===== config.mk =====
export PLATFORM = sky130hd
export DESIGN_NAME = hazard_ctrl
export DESIGN_NICKNAME = d
export VERILOG_FILES = /design/src/rtl/rv32_pkg.sv /design/src/rtl/hazard_fwd_sel.sv /design/src/rtl/hazard_ctrl.sv
export SDC_FILE = /design/constraint.sdc
export NUM_CORES = 1
export LEC_CHECK = 0
export BUFFER_PORTS_ARGS = -buffer_cell sky130_fd_sc_hd__buf_4
export CORE_ASPECT_RATIO = 0.6
export CORE_MARGIN = 1
export CORE_UTILIZATION = 38
export DETAILED_ROUTE_END_ITERATION = 12
export PLACE_DENSITY = 0.94
export SYNTH_ARGS = -nofsm -noshare
export SYNTH_HDL_FRONTEND = slang
export SYNTH_SLANG_ARGS = --single-unit

===== constraint.sdc =====
create_clock -name clk -period 2.1 [get_ports clk]
set_clock_uncertainty 0.15 [all_clocks]
set_input_delay 0.105 -clock clk [delete_from_list [all_inputs] [get_ports clk]]
set_output_delay 0.105 -clock clk [all_outputs]
set_load 0.01 [all_outputs]

===== src/rtl/rv32_pkg.sv =====
// rv32_pkg: shared definitions for the RV32 pipeline hazard sequencer.
//   - Forwarding select encodings used by the EX operand muxes.
//   - Hazard sequencer state encoding.
//   - Packed bundle of the pipe-fence control signals.
//   - fwd_hit(): register-match helper shared by forwarding and load-use detection.
package rv32_pkg;

  // EX operand source selects
  localparam logic [1:0] FWD_RF  = 2'b00;  // register file value from ID/EX
  localparam logic [1:0] FWD_WB  = 2'b01;  // result in the WB stage
  localparam logic [1:0] FWD_MEM = 2'b10;  // result in the MEM stage

  typedef enum logic [1:0] {
    HZ_RUN      = 2'b00,
    HZ_MEM_WAIT = 2'b01,
    HZ_REDIRECT = 2'b10
  } hz_state_e;

  typedef struct packed {
    logic stall_if;
    logic stall_id;
    logic enable_id;
    logic flush_id;
    logic flush_e;
    logic stall_m;
  } hz_ctrl_t;

  // Field order: stall_if, stall_id, enable_id, flush_id, flush_e, stall_m
  localparam hz_ctrl_t HZ_CTRL_IDLE   = '{1'b0, 1'b0, 1'b1, 1'b0, 1'b0, 1'b0};
  localparam hz_ctrl_t HZ_CTRL_FREEZE = '{1'b1, 1'b1, 1'b0, 1'b0, 1'b0, 1'b1};
  localparam hz_ctrl_t HZ_CTRL_FLUSH  = '{1'b0, 1'b0, 1'b1, 1'b1, 1'b1, 1'b0};
  localparam hz_ctrl_t HZ_CTRL_BUBBLE = '{1'b1, 1'b1, 1'b0, 1'b0, 1'b1, 1'b0};
  localparam hz_ctrl_t HZ_CTRL_RESET  = '{1'b0, 1'b0, 1'b0, 1'b1, 1'b1, 1'b0};

  // True when a writing stage targets rs; x0 never matches since it is hardwired.
  function automatic logic fwd_hit(input logic       wr_en,
                                   input logic [4:0] rd,
                                   input logic [4:0] rs);
    return wr_en && (rd != 5'd0) && (rd == rs);
  endfunction

endpackage


===== src/rtl/hazard_fwd_sel.sv =====
// hazard_fwd_sel: combinational forwarding select for one EX operand.
// Ports:
//   rsn_ex_i       EX-stage source register of this operand
//   rdn_mem_i      MEM-stage destination register
//   regwrite_mem_i MEM-stage write enable
//   rdn_wb_i       WB-stage destination register
//   regwrite_wb_i  WB-stage write enable
//   fwd_o          operand select (FWD_MEM / FWD_WB / FWD_RF)
module hazard_fwd_sel (
  input  logic [4:0] rsn_ex_i,
  input  logic [4:0] rdn_mem_i,
  input  logic       regwrite_mem_i,
  input  logic [4:0] rdn_wb_i,
  input  logic       regwrite_wb_i,
  output logic [1:0] fwd_o
);
  import rv32_pkg::*;

  // MEM holds the younger result, so it wins over WB
  always_comb begin
    fwd_o = FWD_RF;
    if (fwd_hit(regwrite_mem_i, rdn_mem_i, rsn_ex_i)) begin
      fwd_o = FWD_MEM;
    end else if (fwd_hit(regwrite_wb_i, rdn_wb_i, rsn_ex_i)) begin
      fwd_o = FWD_WB;
    end else begin
      fwd_o = FWD_RF;
    end
  end

endmodule


===== src/rtl/hazard_ctrl.sv =====
// hazard_ctrl: pipeline sequencer for the 5-stage RV32 core.
// Produces the IF/ID/EX fence stall/enable/flush controls and the EX operand
// forwarding selects. Handles load-use bubbles, data-memory wait freezes and
// the multi-cycle squash after a taken redirect (synchronous imem latency).
// All controls are combinational from the current state and inputs.
// Ports:
//   clk, rst (async, active-low)
//   rs1n_ID/rs2n_ID/uses_rs1_ID/uses_rs2_ID     ID-stage sources
//   rs1n_EX/rs2n_EX/rdn_EX/MemToReg_EX          EX-stage registers, load flag
//   rdn_MEM/RegWrite_MEM, rdn_WB/RegWrite_WB    writing stages
//   redirect_EX, dmem_busy                      redirect and memory wait
//   StallIF/StallID/EnableID/FlushID/FlushE/StallM  fence controls
//   FwdA_EX/FwdB_EX                             forwarding selects
//   stall_cnt/flush_cnt                         performance counters
// Build option: define HAZARD_PERF_CNT_EN to build the performance counters;
// otherwise both counter ports are tied to zero.
module hazard_ctrl #(
  parameter int REDIRECT_BUBBLES = 2,
  parameter int CNT_W            = 32
) (
  input  logic             clk,
  input  logic             rst,
  input  logic [4:0]       rs1n_ID,
  input  logic [4:0]       rs2n_ID,
  input  logic             uses_rs1_ID,
  input  logic             uses_rs2_ID,
  input  logic [4:0]       rs1n_EX,
  input  logic [4:0]       rs2n_EX,
  input  logic [4:0]       rdn_EX,
  input  logic             MemToReg_EX,
  input  logic [4:0]       rdn_MEM,
  input  logic             RegWrite_MEM,
  input  logic [4:0]       rdn_WB,
  input  logic             RegWrite_WB,
  input  logic             redirect_EX,
  input  logic             dmem_busy,
  output logic             StallIF,
  output logic             StallID,
  output logic             EnableID,
  output logic             FlushID,
  output logic             FlushE,
  output logic             StallM,
  output logic [1:0]       FwdA_EX,
  output logic [1:0]       FwdB_EX,
  output logic [CNT_W-1:0] stall_cnt,
  output logic [CNT_W-1:0] flush_cnt
);
  import rv32_pkg::*;

  // Flush cycles remaining after the redirect cycle itself
  localparam logic [2:0] BUBBLE_LOAD   = 3'(REDIRECT_BUBBLES - 1);
  localparam logic       SINGLE_BUBBLE = (REDIRECT_BUBBLES == 1);

  hz_state_e  state_q, state_d;
  logic [2:0] bubble_q, bubble_d;
  logic       pend_redir_q, pend_redir_d;
  logic       lu_s;
  hz_ctrl_t   ctrl_s;
  logic [1:0] fwd_a_s, fwd_b_s;

  hazard_fwd_sel u_fwd_a (
    .rsn_ex_i       (rs1n_EX),
    .rdn_mem_i      (rdn_MEM),
    .regwrite_mem_i (RegWrite_MEM),
    .rdn_wb_i       (rdn_WB),
    .regwrite_wb_i  (RegWrite_WB),
    .fwd_o          (fwd_a_s)
  );

  hazard_fwd_sel u_fwd_b (
    .rsn_ex_i       (rs2n_EX),
    .rdn_mem_i      (rdn_MEM),
    .regwrite_mem_i (RegWrite_MEM),
    .rdn_wb_i       (rdn_WB),
    .regwrite_wb_i  (RegWrite_WB),
    .fwd_o          (fwd_b_s)
  );

  // A load in EX whose destination is read by the ID instruction
  assign lu_s = fwd_hit(MemToReg_EX && uses_rs1_ID, rdn_EX, rs1n_ID) ||
                fwd_hit(MemToReg_EX && uses_rs2_ID, rdn_EX, rs2n_ID);

  // State register: sequencer state, bubble counter, deferred redirect flag
  always_ff @(posedge clk or negedge rst) begin
    if (!rst) begin
      state_q      <= HZ_RUN;
      bubble_q     <= 3'd0;
      pend_redir_q <= 1'b0;
    end else begin
      state_q      <= state_d;
      bubble_q     <= bubble_d;
      pend_redir_q <= pend_redir_d;
    end
  end

  // Next-state logic: memory wait outranks redirect, which outranks load-use
  always_comb begin
    state_d      = state_q;
    bubble_d     = bubble_q;
    pend_redir_d = pend_redir_q;
    case (state_q)
      HZ_RUN: begin
        if (dmem_busy) begin
          // A redirect seen while freezing is replayed when the wait ends
          state_d      = HZ_MEM_WAIT;
          pend_redir_d = redirect_EX;
        end else if (redirect_EX) begin
          bubble_d     = BUBBLE_LOAD;
          state_d      = SINGLE_BUBBLE ? HZ_RUN : HZ_REDIRECT;
          pend_redir_d = 1'b0;
        end else begin
          state_d      = HZ_RUN;
          pend_redir_d = 1'b0;
        end
      end
      HZ_MEM_WAIT: begin
        if (dmem_busy) begin
          state_d = HZ_MEM_WAIT;
        end else if (pend_redir_q || redirect_EX) begin
          bubble_d     = BUBBLE_LOAD;
          state_d      = SINGLE_BUBBLE ? HZ_RUN : HZ_REDIRECT;
          pend_redir_d = 1'b0;
        end else begin
          state_d      = HZ_RUN;
          pend_redir_d = 1'b0;
        end
      end
      HZ_REDIRECT: begin
        if (dmem_busy) begin
          state_d = HZ_REDIRECT;
        end else if (bubble_q <= 3'd1) begin
          bubble_d = 3'd0;
          state_d  = HZ_RUN;
        end else begin
          bubble_d = bubble_q - 3'd1;
        end
      end
      default: begin
        state_d      = HZ_RUN;
        bubble_d     = 3'd0;
        pend_redir_d = 1'b0;
      end
    endcase
  end

  // Output logic: reset forces the flush pattern without waiting for a clock
  always_comb begin
    ctrl_s = HZ_CTRL_IDLE;
    if (!rst) begin
      ctrl_s = HZ_CTRL_RESET;
    end else begin
      case (state_q)
        HZ_RUN: begin
          if (dmem_busy) begin
            ctrl_s = HZ_CTRL_FREEZE;
          end else if (redirect_EX) begin
            ctrl_s = HZ_CTRL_FLUSH;  // redirect squashes the load-use consumer too
          end else if (lu_s) begin
            ctrl_s = HZ_CTRL_BUBBLE;
          end else begin
            ctrl_s = HZ_CTRL_IDLE;
          end
        end
        HZ_MEM_WAIT: begin
          if (dmem_busy) begin
            ctrl_s = HZ_CTRL_FREEZE;
          end else if (pend_redir_q || redirect_EX) begin
            ctrl_s = HZ_CTRL_FLUSH;
          end else if (lu_s) begin
            ctrl_s = HZ_CTRL_BUBBLE;
          end else begin
            ctrl_s = HZ_CTRL_IDLE;
          end
        end
        HZ_REDIRECT: begin
          // EX holds a flushed bubble, so redirect_EX and load-use are ignored
          if (dmem_busy) begin
            ctrl_s = HZ_CTRL_FREEZE;
          end else begin
            ctrl_s = HZ_CTRL_FLUSH;
          end
        end
        default: begin
          ctrl_s = HZ_CTRL_RESET;
        end
      endcase
    end
  end

  assign StallIF  = ctrl_s.stall_if;
  assign StallID  = ctrl_s.stall_id;
  assign EnableID = ctrl_s.enable_id;
  assign FlushID  = ctrl_s.flush_id;
  assign FlushE   = ctrl_s.flush_e;
  assign StallM   = ctrl_s.stall_m;
  assign FwdA_EX  = rst ? fwd_a_s : FWD_RF;
  assign FwdB_EX  = rst ? fwd_b_s : FWD_RF;

`ifdef HAZARD_PERF_CNT_EN
  logic [CNT_W-1:0] stall_cnt_q;
  logic [CNT_W-1:0] flush_cnt_q;

  // Performance counters: wrap naturally at 2^CNT_W
  always_ff @(posedge clk or negedge rst) begin
    if (!rst) begin
      stall_cnt_q <= {CNT_W{1'b0}};
      flush_cnt_q <= {CNT_W{1'b0}};
    end else begin
      if (ctrl_s.stall_if) begin
        stall_cnt_q <= stall_cnt_q + {{(CNT_W-1){1'b0}}, 1'b1};
      end
      if (ctrl_s.flush_id) begin
        flush_cnt_q <= flush_cnt_q + {{(CNT_W-1){1'b0}}, 1'b1};
      end
    end
  end

  assign stall_cnt = stall_cnt_q;
  assign flush_cnt = flush_cnt_q;
`else
  assign stall_cnt = {CNT_W{1'b0}};
  assign flush_cnt = {CNT_W{1'b0}};
`endif

endmodule


==> metrics <==
outcome complete, no violations; RSZ-0062 raised after global routing true; pre-CTS setup slack between 0.3 and 0.4 ns; Worst Setup End Kind output pin; sequential area share after synthesis 0.115; fill cell count a little over 300; Post-Syn Instances 162; Leak 0.821 nW; DRC 0; Core Area 0.00326 mm²; power per cell area 488 mW/mm²; switching pwr 314 µW; fmax 0.493 GHz; crit path launch type primary input; switch share 0.409; Final min period a little over 2 ns; largest net degree at the start of global routing 12; layout cells sized above 1 0.286; fin area 0.00157 mm²; Area after DPL 0.00151 mm²; WL/cell 11.3 µm; Crit Path Class in -> out; Clock Power Share 0.219; worst hold-check path type in -> async; Initial Util 0.400; endpoints failing hold 0; Top Ports 118; CTS Sinks 6; IO Port Bufs 53; VDD IR-drop max 0.000278 V; area growth from synthesis to layout 20.5%; clock root buffer clkbuf_8; Yosys reg bits 6; Mapped Area 0.00131 mm²; dpl hpwl 2.51 mm; final core utilization 0.482; final worst setup slack around 0.070 ns; critical path, cell by cell dlygate4sd3_1 -> buf_6 -> o211ai_1 -> or4_1 -> nor4_2 -> buf_4; CP arrival around 1.8 ns; H-tree Lvls 1; Antenna Cells 0; Overflow after GRT 0; CTS Buf Count 3; drt initial violations 47; Worst-path clk slew around 0.03 ns; vias in the first global route 899; CTS tree yes; # Post-CTS Setup Buffers 0; final-report max-slew violation count 0; DRT antenna net count 0; Worst Path Max Fanout 11; GP Congestion 0.852; Synth cell types 33; Final TNS setup 0 ns; Gate power share 0.533; Seq pwr share 0.248; iteration count of the initial detailed-routing pass 6; Die Y-Extent 47.4 µm; site row count 16; Vias per Instance 4.13; number of max-cap violations 0; slowest stage delay, CP 0.55 ns; Overall Power around 770 µW; Cells after DPL roughly 260; Slowest-stage cell, CP or4_1; GRT Util Overall 0.156; final worst-path cycle share 0.967; cell-internal power 454 µW; Die Wd slightly below 80 µm; via count 1081; Max clock buf depth 2; Largest delay share family, worst path buffers and inverters; Final setup viols 0; initial antenna violation count 0; Worst R2R Start state_q[0]$_DFFE_PN0P_; WP data required 1.85 ns; Finished Layout Cells 262; clk_lat worst skew 0.22 ns; DIE AREA between 0.003 and 0.004 mm²; CP Buf/Inv Count 3; global-route wire length before repair 4.27 mm; syn avg cell area 8.06 µm²; Crit. Startpoint rst; Synth warnings 0; R2R setup slack 0.56 ns; hold slack 0.102 ns; Post-Route WL 2.95 mm; fin nets 265
routing by layer:
metal  global-route usage  vias up  wire [µm]
met5                    0        -          0
met4               0.0453        0         53
met3               0.0495        6        133
met2                0.260       40       1500
met1                0.200      510       1270
li1                     -      525          -
worst paths after layout:
check | to | cells after the start
hold / removal | bubble_q[1]$_DFFE_PN0P_ | 2
setup / recovery | FwdB_EX[0] | 6
setup reg to reg | bubble_q[2]$_DFFE_PN0P_ | 4
max in group asynchronous | state_q[1]$_DFFE_PN0P_ | 2
min in group clk | state_q[1]$_DFFE_PN0P_ | 3
hold reg to reg | pend_redir_q$_DFFE_PN0P_ | 1
layout by cell type (no fill, tap or decap), types with 3 or more instances in the layout:
cell	count
nor4_1	5
xnor2_1	8
nor2b_1	3
or4_1	5
conb_1	64
buf_4	52
clkbuf_8	3
o31ai_1	3
dfrtp_1	6
nand2_1	5
xor2_1	22
inv_1	6
worst register-to-register path, cell delays in order, from the launching register on:
cell	delay, ns
dfrtp_1	0.45
a21oi_2	0.28
o21bai_1	0.12
a32o_1	0.25
a22o_1	0.19
kinds of logic after synthesis:
family                     Yosys count  share of synthesized area
buffers and inverters               72                      0.394
and+or+nand+nor                     31                      0.151
xor gates and xnor gates            30                      0.201
AOI/OAI and AO/OA                   18                      0.101
DFF                                  6                      0.115
adders and majority gates            2                     0.0192
muxes                                2                     0.0163
other                                1                    0.00287
cell usage after synthesis:
library cell  instances  area, µm²
buf_4                65        488
xor2_1               22        193
xnor2_1               8       70.1
dfrtp_1               6        150
inv_1                 6       22.5
nand2_1               5       18.8
nor4_1                5       31.3
or4_1                 5       37.5
nor2b_1               3       18.8
o31ai_1               3       22.5
a22o_1                2       17.5
and2_2                2       15.0
ha_1                  2       25.0
nand2b_1              2       12.5
nand3_1               2       10.0
nand3b_1              2       15.0
nor2_1                2       7.51
nor4_2                2       25.0
o211ai_1              2       15.0
o21ai_0               2       10.0
o21bai_1              2       15.0
a21boi_0              1       7.51
a21oi_1               1       5.00
a31oi_1               1       6.26
a32o_1                1       10.0
a32oi_1               1       8.76
and2_0                1       6.26
clkbuf_1              1       3.75
conb_1                1       3.75
mux2_2                1       11.3
mux2i_1               1       10.0
o21ai_1               1       5.00
o31a_1                1       8.76
flip-flops by register name, summed over array words and instances (netlist names):
signal        flops
pend_redir_q      1
state_q           2
bubble_q          3
power by group through the flow:
| stage | Combinational, mW | Clock [mW] | Sequential [mW] |
|---|---|---|---|
| 3_3_place_gp | 0.382 | 0 | 0.185 |
| 5_1_grt | 0.459 | 0.183 | 0.195 |
| 4_1_cts | 0.404 | 0.170 | 0.187 |
| 6_report | 0.409 | 0.169 | 0.190 |
| 2_1_floorplan | 0.353 | 0 | 0.167 |
| 3_5_place_dp | 0.400 | 0 | 0.187 |
timing repair:
item	CTS	global route
hold endpoints to repair	7	0
gates resized for setup	0	2
hold buffers	2	0
endpoints found under the setup margin	0	4
area by class of cell:
cell class,count,area (µm²),area share
Sequential cell,6,150,0.0954
Tap cell,45,56.3,0.0358
Clock buffer,3,41.3,0.0262
Inverter,6,22.5,0.0143
Timing Repair Buffer,55,422,0.268
Multi-Input combinational cell,147,882,0.560
(Power assumes the default switching activity.)
